## config.mk

```make
export PLATFORM = sky130hd
export DESIGN_NAME = rf_seq_ctrl_flat
export DESIGN_NICKNAME = d
export VERILOG_FILES = /design/src/rtl/rf_seq_ctrl_if.sv /design/src/rtl/rf_seq_ctrl.sv /design/src/flat_wrapper.sv
export SDC_FILE = /design/constraint.sdc
export NUM_CORES = 1
export LEC_CHECK = 0
export ABC_AREA = 1
export CAP_MARGIN = 40
export CORE_MARGIN = 4
export CORE_UTILIZATION = 51
export DETAILED_ROUTE_END_ITERATION = 16
export GPL_TIMING_DRIVEN = 0
export PLACE_DENSITY = 0.86
export REMOVE_ABC_BUFFERS = 1
export SYNTH_ARGS = -nofsm -noshare
export SYNTH_HDL_FRONTEND = slang
export SYNTH_SLANG_ARGS = --single-unit
```

## constraint.sdc

```tcl
create_clock -name clk -period 4.35 [get_ports clk]
set_clock_uncertainty 0.1 [all_clocks]
set_input_delay 0.87 -clock clk [delete_from_list [all_inputs] [get_ports clk]]
set_output_delay 0.87 -clock clk [all_outputs]
set_load 0.005 [all_outputs]
```

## src/rtl/rf_seq_ctrl_if.sv

```systemverilog
// rtl/rf_seq_ctrl_if.sv - instruction handshake and memory request bus for rf_seq_ctrl
interface rf_seq_ctrl_if;
    logic [15:0] instr;
    logic        instr_valid;
    logic        instr_ready;
    logic        mem_req;
    logic        mem_we;
    logic        mem_ack;

    // master: instruction source and memory responder
    modport master (
        output instr,
        output instr_valid,
        input  instr_ready,
        input  mem_req,
        input  mem_we,
        output mem_ack
    );

    // slave: the sequencer
    modport slave (
        input  instr,
        input  instr_valid,
        output instr_ready,
        output mem_req,
        output mem_we,
        input  mem_ack
    );
endinterface

```

## src/rtl/rf_seq_ctrl.sv

```systemverilog
// rtl/rf_seq_ctrl.sv - multi-cycle sequencer for a 16x16 register file with memory wait watchdog
module rf_seq_ctrl #(
    parameter int MEM_TIMEOUT = 15,
    parameter int CNT_W       = 16
) (
    input  logic             clk,
    input  logic             clear_n,
    rf_seq_ctrl_if.slave     bus,
    input  logic             clr_req,
    input  logic             resume,
    output logic [3:0]       Aaddr,
    output logic [3:0]       Baddr,
    output logic [3:0]       Caddr,
    output logic             Load,
    output logic             clear,
    output logic [2:0]       alu_op,
    output logic [1:0]       c_sel,
    output logic [15:0]      imm,
    output logic             busy,
    output logic             halted,
    output logic             illegal,
    output logic             mem_err,
    output logic [CNT_W-1:0] instr_count
);

    typedef enum logic [2:0] {
        S_CLR,
        S_IDLE,
        S_DEC,
        S_EXEC,
        S_MEM,
        S_HALTED
    } state_t;

    localparam logic [3:0] OP_LDI  = 4'h8;
    localparam logic [3:0] OP_LD   = 4'h9;
    localparam logic [3:0] OP_ST   = 4'hA;
    localparam logic [3:0] OP_MOV  = 4'hB;
    localparam logic [3:0] OP_NOP  = 4'hC;
    localparam logic [3:0] OP_HALT = 4'hF;

    localparam logic [2:0] ALU_PASS_A = 3'd7;
    localparam logic [1:0] CSEL_ALU   = 2'd0;
    localparam logic [1:0] CSEL_IMM   = 2'd1;
    localparam logic [1:0] CSEL_MEM   = 2'd2;

    localparam logic [7:0] TMO_LAST = 8'(MEM_TIMEOUT - 1);

    state_t           r_state;
    state_t           w_state_nxt;
    logic [15:0]      r_ir;
    logic [7:0]       r_timer;
    logic             r_illegal;
    logic             r_mem_err;
    logic [CNT_W-1:0] r_count;

    logic [3:0]       w_op;
    logic             w_load_ir;
    logic             w_retire;
    logic             w_set_illegal;
    logic             w_set_mem_err;
    logic             w_timeout;
    logic             w_mem_ack;

    assign w_op      = r_ir[15:12];
    assign w_mem_ack = bus.mem_ack;
    assign w_timeout = (r_timer == TMO_LAST);

    always_ff @(posedge clk or negedge clear_n) begin
        if (!clear_n) begin
            r_state <= S_CLR;
        end else begin
            r_state <= w_state_nxt;
        end
    end

    always_comb begin
        w_state_nxt   = r_state;
        w_load_ir     = 1'b0;
        w_retire      = 1'b0;
        w_set_illegal = 1'b0;
        w_set_mem_err = 1'b0;
        case (r_state)
            S_CLR: begin
                w_state_nxt = S_IDLE;
            end
            S_IDLE: begin
                if (clr_req) begin
                    w_state_nxt = S_CLR;
                end else if (bus.instr_valid) begin
                    w_load_ir   = 1'b1;
                    w_state_nxt = S_DEC;
                end
            end
            S_DEC: begin
                if (w_op <= OP_LDI || w_op == OP_MOV) begin
                    w_state_nxt = S_EXEC;
                end else if (w_op == OP_LD || w_op == OP_ST) begin
                    w_state_nxt = S_MEM;
                end else if (w_op == OP_HALT) begin
                    w_retire    = 1'b1;
                    w_state_nxt = S_HALTED;
                end else begin
                    // NOP and the undefined opcodes D/E all retire without a write
                    w_retire      = 1'b1;
                    w_set_illegal = (w_op != OP_NOP);
                    w_state_nxt   = S_IDLE;
                end
            end
            S_EXEC: begin
                w_retire    = 1'b1;
                w_state_nxt = S_IDLE;
            end
            S_MEM: begin
                // an ack on the final watchdog cycle still completes the access
                if (w_mem_ack) begin
                    w_retire    = 1'b1;
                    w_state_nxt = S_IDLE;
                end else if (w_timeout) begin
                    w_set_mem_err = 1'b1;
                    w_state_nxt   = S_IDLE;
                end
            end
            S_HALTED: begin
                if (clr_req) begin
                    w_state_nxt = S_CLR;
                end else if (resume) begin
                    w_state_nxt = S_IDLE;
                end
            end
            default: begin
                w_state_nxt = S_CLR;
            end
        endcase
    end

    always_ff @(posedge clk or negedge clear_n) begin
        if (!clear_n) begin
            r_ir <= 16'h0000;
        end else if (w_load_ir) begin
            r_ir <= bus.instr;
        end
    end

    always_ff @(posedge clk or negedge clear_n) begin
        if (!clear_n) begin
            r_timer <= 8'd0;
        end else if (r_state == S_MEM && w_state_nxt == S_MEM) begin
            r_timer <= r_timer + 8'd1;
        end else begin
            r_timer <= 8'd0;
        end
    end

    always_ff @(posedge clk or negedge clear_n) begin
        if (!clear_n) begin
            r_illegal <= 1'b0;
            r_mem_err <= 1'b0;
        end else begin
            if (w_set_illegal) begin
                r_illegal <= 1'b1;
            end
            if (w_set_mem_err) begin
                r_mem_err <= 1'b1;
            end
        end
    end

    always_ff @(posedge clk or negedge clear_n) begin
        if (!clear_n) begin
            r_count <= '0;
        end else if (w_retire) begin
            r_count <= r_count + CNT_W'(1);
        end
    end

    always_comb begin
        bus.instr_ready = (r_state == S_IDLE);
        bus.mem_req     = (r_state == S_MEM);
        bus.mem_we      = (r_state == S_MEM) && (w_op == OP_ST);
        clear           = (r_state == S_CLR);
        busy            = (r_state != S_IDLE);
        halted          = (r_state == S_HALTED);
        Aaddr           = r_ir[7:4];
        Baddr           = r_ir[3:0];
        Caddr           = r_ir[11:8];
        imm             = {8'h00, r_ir[7:0]};
        alu_op          = (w_op <= 4'h7) ? w_op[2:0] : ALU_PASS_A;
        c_sel           = CSEL_ALU;
        if (r_state == S_MEM) begin
            c_sel = CSEL_MEM;
        end else if (w_op == OP_LDI) begin
            c_sel = CSEL_IMM;
        end
        // the load write is the only output that follows an input combinationally
        Load = (r_state == S_EXEC) ||
               ((r_state == S_MEM) && (w_op == OP_LD) && w_mem_ack);
    end

    assign illegal     = r_illegal;
    assign mem_err     = r_mem_err;
    assign instr_count = r_count;

endmodule

```

## src/flat_wrapper.sv

```systemverilog
// flat-port wrapper written by rule: the top's interface ports become plain ports
module rf_seq_ctrl_flat 
#(
    parameter int MEM_TIMEOUT = 15,
    parameter int CNT_W       = 16
)
  (clk, clear_n, clr_req, resume, Aaddr, Baddr, Caddr, Load, clear, alu_op, c_sel, imm, busy, halted, illegal, mem_err, instr_count, bus_instr, bus_instr_valid, bus_instr_ready, bus_mem_req, bus_mem_we, bus_mem_ack);
  rf_seq_ctrl_if bus_i ();
  input  logic clk;
  input  logic clear_n;
  input  logic clr_req;
  input  logic resume;
  output logic [3:0] Aaddr;
  output logic [3:0] Baddr;
  output logic [3:0] Caddr;
  output logic Load;
  output logic clear;
  output logic [2:0] alu_op;
  output logic [1:0] c_sel;
  output logic [15:0] imm;
  output logic busy;
  output logic halted;
  output logic illegal;
  output logic mem_err;
  output logic [CNT_W-1:0] instr_count;
  input wire logic [$bits(bus_i.instr)-1:0] bus_instr;
  input wire logic [$bits(bus_i.instr_valid)-1:0] bus_instr_valid;
  output wire logic [$bits(bus_i.instr_ready)-1:0] bus_instr_ready;
  output wire logic [$bits(bus_i.mem_req)-1:0] bus_mem_req;
  output wire logic [$bits(bus_i.mem_we)-1:0] bus_mem_we;
  input wire logic [$bits(bus_i.mem_ack)-1:0] bus_mem_ack;
  assign bus_i.instr = bus_instr;
  assign bus_i.instr_valid = bus_instr_valid;
  assign bus_instr_ready = bus_i.instr_ready;
  assign bus_mem_req = bus_i.mem_req;
  assign bus_mem_we = bus_i.mem_we;
  assign bus_i.mem_ack = bus_mem_ack;
  rf_seq_ctrl #(.MEM_TIMEOUT(MEM_TIMEOUT), .CNT_W(CNT_W)) u_core (.clk(clk), .clear_n(clear_n), .bus(bus_i), .clr_req(clr_req), .resume(resume), .Aaddr(Aaddr), .Baddr(Baddr), .Caddr(Caddr), .Load(Load), .clear(clear), .alu_op(alu_op), .c_sel(c_sel), .imm(imm), .busy(busy), .halted(halted), .illegal(illegal), .mem_err(mem_err), .instr_count(instr_count));
endmodule
```

==> results.py, run 1 <==
metrics = {
    "status": {
        "outcome": "finished clean",
    },
    "sta": {
        "relSlewSlack": 0.4347,
        "fin_crit_ns": 3.175,
        "rsz0062_at_grt": "no",
        "post-route-period-util": 0.7299,
        "tns_ns": 0,
        "fin_ws_ns": 1.175,
        "worst_hold_slack_ns": 0.3305,
        "max_clock_freq_mhz": 315.0,
        "setup-violations-final": 0,
        "final_max_slew_viol_count": 0,
        "worstMarginPinSlew_ns": 0.8448,
        "finalHoldViolCount": 0,
    },
    "detailed_routing": {
        "drc_errors": 0,
        "post_drt_via_cell_ratio": 4.873,
        "ant_nets": 0,
        "routed-via-count": 2227,
        "wirelength_mm": 5.631,
        "dr.first_iter.drc_count": 97,
        "dr.pass1.iters": 4,
        "avgRoutedWirePerCell_um": 12.32,
    },
    "power_and_ir_drop": {
        "ir_worst_vdd_v": 0.0003067,
        "total_power_mw": 1.592,
        "p_leak_nw": 1.544,
        "p_per_area_nw_per_um2": 479.2,
    },
    "job": {
        "max-cap-violations": 0,
    },
    "yosys": {
        "synth_seq_area_share": 0.4255,
        "ys_ff_latch": 45,
        "yosysTopAreaCell": "dfrtp_1",
        "syn_area_um2": 2646,
        "netlist.area_leader.share": 0.4255,
        "synth_area_per_cell_um2": 7.806,
        "ys_top_cells_by_area": "dfrtp_1 43%, nand2_1 15%, buf_4 8.2%",
        "ys_warn_count": 0,
        "ys_types": 32,
        "synth_cells": 339,
    },
    "cts": {
        "cts.clk_slew.worst_paths_ns": 0.08,
        "htreeDepth": 2,
        "cts_num_sinks": 45,
        "clock-root-buffer": "clkbuf_8",
        "numCtsBuffers": 5,
        "post_cts_buffers": 0,
        "clock_path_buffers": 2,
        "cts_resized": 0,
        "cts_tree": "done",
        "clk_latency_ns": 0.29,
        "cts_hold_buffers": 0,
    },
    "floorplan": {
        "num_rows": 25,
        "die_h_um": 80.04,
        "initial_utilization": 0.5423,
        "ios": 80,
        "die-area_um2": 6406,
        "dieWidth_um": 80.04,
        "coreArea_um2": 4880,
    },
    "grt": {
        "antenna_found_initial": 0,
        "grt_pass1_vias": 2221,
        "use_met2": 0.3129,
        "use_met1": 0.2243,
        "grt_usage": 0.1906,
        "use_met3": 0.08691,
        "grt_overflow": 0,
        "grt_max_degree": 38,
        "grt_pass1_wl_mm": 9.653,
        "busiest_layer": "met2",
    },
    "layout": {
        "n_antenna_cell": 0,
        "drive_gt1_frac": 0.07949,
        "areaGrowthSynthToFinish_pct": 25.53,
        "n_fill_cell": 396,
        "final_area_um2": 3322,
        "regArea_um2": 1126,
        "nNetsFinal": 415,
        "multi_input_area_um2": 1159,
    },
    "placement": {
        "place_hpwl_mm": 4.284,
        "placed_cell_area_um2": 3218,
        "gp_congestion": 0.8602,
        "io_buffers": 71,
        "pre_cts_ws_ns": 1.151,
    },
    "setup_path": {
        "crit_type": "input pin to output port",
        "cp-start-kind": "input pin",
        "worstPathRequired_ns": 3.38,
        "end_kind": "output port",
        "crit_arrival_ns": 2.20,
        "worst-path-max-fanout": 5,
    },
    "min_path": {
        "hold_path.class": "input pin to async pin",
    },
}
-- sequential cells by signal (all words and copies together), names as in the netlist --
| register | flops |
|---|---|
| u_core.r_state | 3 |
| u_core.r_ir | 16 |
| u_core.r_timer | 8 |
| u_core.mem_err | 1 |
| u_core.illegal | 1 |
| u_core.instr_count | 16 |
-- metrics by stage --
step,utilization,cells
detailed placement,0.6595,450
CTS,0.6808,457
floorplan,-,311
finish,0.6808,457
global placement,0.6564,449
global route,0.6808,457
-- worst max-delay path, stage by stage --
cell	delay, ns
clkdlybuf4s50_1	0.51
nand2_2	0.12
o21ai_0	0.18
clkdlybuf4s50_1	0.53
-- cell usage in the layout, fill, tap and decap left out, drive strengths merged, types with 2 or more instances in the layout --
cell / netlist / routed
a21oi: 4 / 4
a31o: 2 / 2
buf: 32 / 2
clkbuf: 3 / 5
clkdlybuf4s50: 0 / 70
conb: 1 / 8
dfrtp: 45 / 45
ha: 3 / 3
inv: 33 / 33
nand2: 106 / 106
nand3: 27 / 27
nand3b: 4 / 4
nand4: 8 / 8
nor2: 38 / 38
nor3: 5 / 5
o21ai: 15 / 15
xnor2: 2 / 2
xor2: 7 / 7
-- cells in the mapped netlist (all sizes together) --
cell type / number
conb: 1
ha: 3
o211a: 1
a31o: 2
nand3: 27
or2: 1
o211ai: 1
nor2: 38
o21ai: 15
a21oi: 4
buf: 32
nand3b: 4
xor2: 7
nand4: 8
nor3: 5
inv: 33
nor4: 1
clkbuf: 3
dfrtp: 45
nand2: 106
xnor2: 2
-- kinds of logic after synthesis --
logic type,count (synthesis),share of synthesized area
AND/OR/NAND/NOR,190,0.3215
buffers and inverters,68,0.1466
flip-flops,45,0.4255
AO/OA/AOI/OAI,23,0.06099
XOR/XNOR,9,0.02979
adder cells (fa/ha/maj),3,0.01419
other,1,0.001417
-- routing by layer --
metal | share of wire | vias up
met5 | 0 | -
met2 | 0.47 | 72
met4 | 0.0078 | 0
li1 | - | 1134
met3 | 0.089 | 4
met1 | 0.43 | 1017
-- cell type report --
cell class / count / share of cell area
Inverter: 33 / 0.03729
Multi-Input combinational cell: 233 / 0.3488
Timing Repair Buffer: 72 / 0.2185
Clock buffer: 5 / 0.02072
Tap cell: 67 / 0.02524
Clock inverter: 2 / 0.01055
Sequential cell: 45 / 0.3390
-- worst paths after layout --
kind	startpoint	endpoint	slack, ns	cells after the start
max	bus_mem_ack	Load	1.18	4
min in group clk	u_core.mem_err	u_core.mem_err	0.37	1
min	clear_n	u_core.r_timer[7]	0.33	1
max reg2reg	u_core.r_state[2]	u_core.r_ir[12]	2.04	4
max in group asynchronous	clear_n	u_core.instr_count[3]	3.36	2
min reg2reg	u_core.mem_err	u_core.mem_err	0.37	1
-- report_power, final --
part | switching, mW | total (mW) | internal [mW]
clock | 0.137 | 0.304 | 0.167
combinational | 0.317 | 0.669 | 0.353
sequential | 0.0969 | 0.618 | 0.521
Note: power is estimated with default switching activity, not from simulation.
==> inputs of run 2 (changes only) <==
CORE_UTILIZATION = 43   (was 51)
PLACE_DENSITY = 0.77   (was 0.86)
clock period = 2.9 ns   (was 4.35 ns; I/O delays follow)
==> results.py, run 2 (synthesis gave the netlist of run 1 again) <==
metrics = {
    "power_and_ir_drop": {
        "swShare": 0.3418,
        "ir_worst_vdd_v": 0.0004394,
        "p_per_area_nw_per_um2": 722.4,
        "p_switching_mw": 0.8275,
        "p_int_mw": 1.594,
        "total_power_mw": 2.421,
        "seq_power_share": 0.383,
        "p_leak_nw": 1.553,
        "combPwrFrac": 0.414,
        "clock_power_share": 0.203,
    },
    "sta": {
        "tns_ns": 0,
        "fin_ws_ns": 0.2965,
        "post-route-period-util": 0.8978,
        "max_clock_freq_mhz": 384.1,
        "rsz0062_at_grt": "no",
        "relSlewSlack": 0.5672,
        "setup-violations-final": 0,
        "worstMarginPinSlew_ns": 0.6476,
        "finalHoldViolCount": 0,
        "fin_crit_ns": 2.604,
        "final_max_slew_viol_count": 0,
        "worst_hold_slack_ns": 0.05138,
    },
    "detailed_routing": {
        "post_drt_via_cell_ratio": 4.827,
        "wirelength_mm": 5.771,
        "dr.pass1.iters": 4,
        "avgRoutedWirePerCell_um": 12.36,
        "routed-via-count": 2254,
        "drc_errors": 0,
        "dr.first_iter.drc_count": 91,
        "ant_nets": 0,
    },
    "setup_path": {
        "cp-start-kind": "input pin",
        "reg2reg_slack_ns": 0.85,
        "slowest_stage": "clkdlybuf4s50_1",
        "crit_arrival_ns": 1.92,
        "cp_top_family": "buffers and inverters",
        "crit_path_start": "bus_mem_ack",
        "end_kind": "output port",
        "worstPathRequired_ns": 2.22,
        "worst-r2r-cell-count": 6,
        "r2r_start": "u_core.r_state[1]",
        "cp_cell_sequence": "clkdlybuf4s50_1, nand2_2, o21ai_0, clkdlybuf4s50_1",
        "crit_top_cell": "clkdlybuf4s50_1",
        "max_stage_delay_ns": 0.53,
        "crit_buf_inv": 2,
        "worst-path-max-fanout": 5,
        "r2r-end": "u_core.r_ir[14]",
        "crit_type": "input pin to output port",
    },
    "layout": {
        "areaGrowthSynthToFinish_pct": 26.67,
        "layout_common_cells": "103 x nand2_1, 70 x clkdlybuf4s50_1, 45 x dfrtp_1",
        "layout_commonest_cell": "nand2_1",
        "nNetsFinal": 416,
        "drive_gt1_frac": 0.08163,
        "n_antenna_cell": 0,
    },
    "grt": {
        "grt_overflow": 0,
        "antenna_found_initial": 0,
        "grt_pass1_wl_mm": 9.936,
        "grt_pass1_vias": 2238,
        "grt_usage": 0.1645,
        "grt_max_degree": 37,
    },
    "placement": {
        "gp_congestion": 0.8014,
        "pre_cts_ws_ns": 0.2731,
        "place_hpwl_mm": 4.324,
        "io_buffers": 71,
    },
    "cts": {
        "clk_latency_ns": 0.29,
        "clock_path_buffers": 2,
        "cts_tree": "done",
        "cts_resized": 0,
        "cts_num_sinks": 45,
        "numCtsBuffers": 5,
        "post_cts_buffers": 0,
        "cts.clk_slew.worst_paths_ns": 0.08,
        "htreeDepth": 2,
        "clock-root-buffer": "clkbuf_8",
        "cts_hold_buffers": 0,
    },
    "floorplan": {
        "num_rows": 28,
        "coreArea_um2": 5956,
        "dieWidth_um": 86.45,
        "initial_utilization": 0.4443,
        "die_h_um": 86.45,
        "ios": 80,
        "die-area_um2": 7474,
    },
    "job": {
        "max-cap-violations": 0,
    },
    "min_path": {
        "hold_path.class": "input pin to async pin",
    },
    "status": {
        "outcome": "finished clean",
    },
}
## run 2: metrics by stage
stage | cells | utilization | cell area [um^2]
after floorplan | 311 | - | 2409
after global placement | 457 | 0.5395 | 3213
after detailed placement | 459 | 0.5433 | 3236
after CTS | 467 | 0.5628 | 3352
after global routing | 467 | 0.5628 | 3352
final | 467 | 0.5628 | 3352
## run 2: how the worst max path moves through the flow
| stage | to | depth (start not counted) | slack [ns] |
|---|---|---|---|
| final | Load | 4 | 0.30 |
| after CTS | Load | 6 | 0.26 |
| after global placement | u_core.r_ir[5] | 1 | -0.14 |
| after detailed placement | Load | 4 | 0.27 |
| after global routing | Load | 6 | 0.16 |
| after floorplan | u_core.r_ir[12] | 5 | 0.93 |
## run 2: cell type report
class                   count  area (um^2)
clock buffers               7        86.33
clock inverters             1        30.03
fillers                   582         2604
inverters                  33        123.9
multi-input cells         233         1159
flip-flops and latches     45         1126
well taps                  75        93.84
repair buffers             73        733.2
## run 2: power by group through the flow
| stage | registers (mW) | clock network, mW | logic, mW |
|---|---|---|---|
| after global placement | 0.925 | 0 | 0.987 |
| after detailed placement | 0.936 | 0 | 1.02 |
| after global routing | 0.952 | 0.532 | 1.12 |
| after floorplan | 0.931 | 0 | 0.424 |
| after CTS | 0.928 | 0.507 | 1.02 |
| final | 0.928 | 0.491 | 1.00 |
## run 2: per-layer routing
layer | global-route usage | up-vias | part of all wire
met1 | 0.1940 | 1054 | 0.43
met5 | 0 | - | 0
met4 | 0.04108 | 0 | 0.0083
met2 | 0.2921 | 56 | 0.50
li1 | - | 1137 | -
met3 | 0.04848 | 7 | 0.067
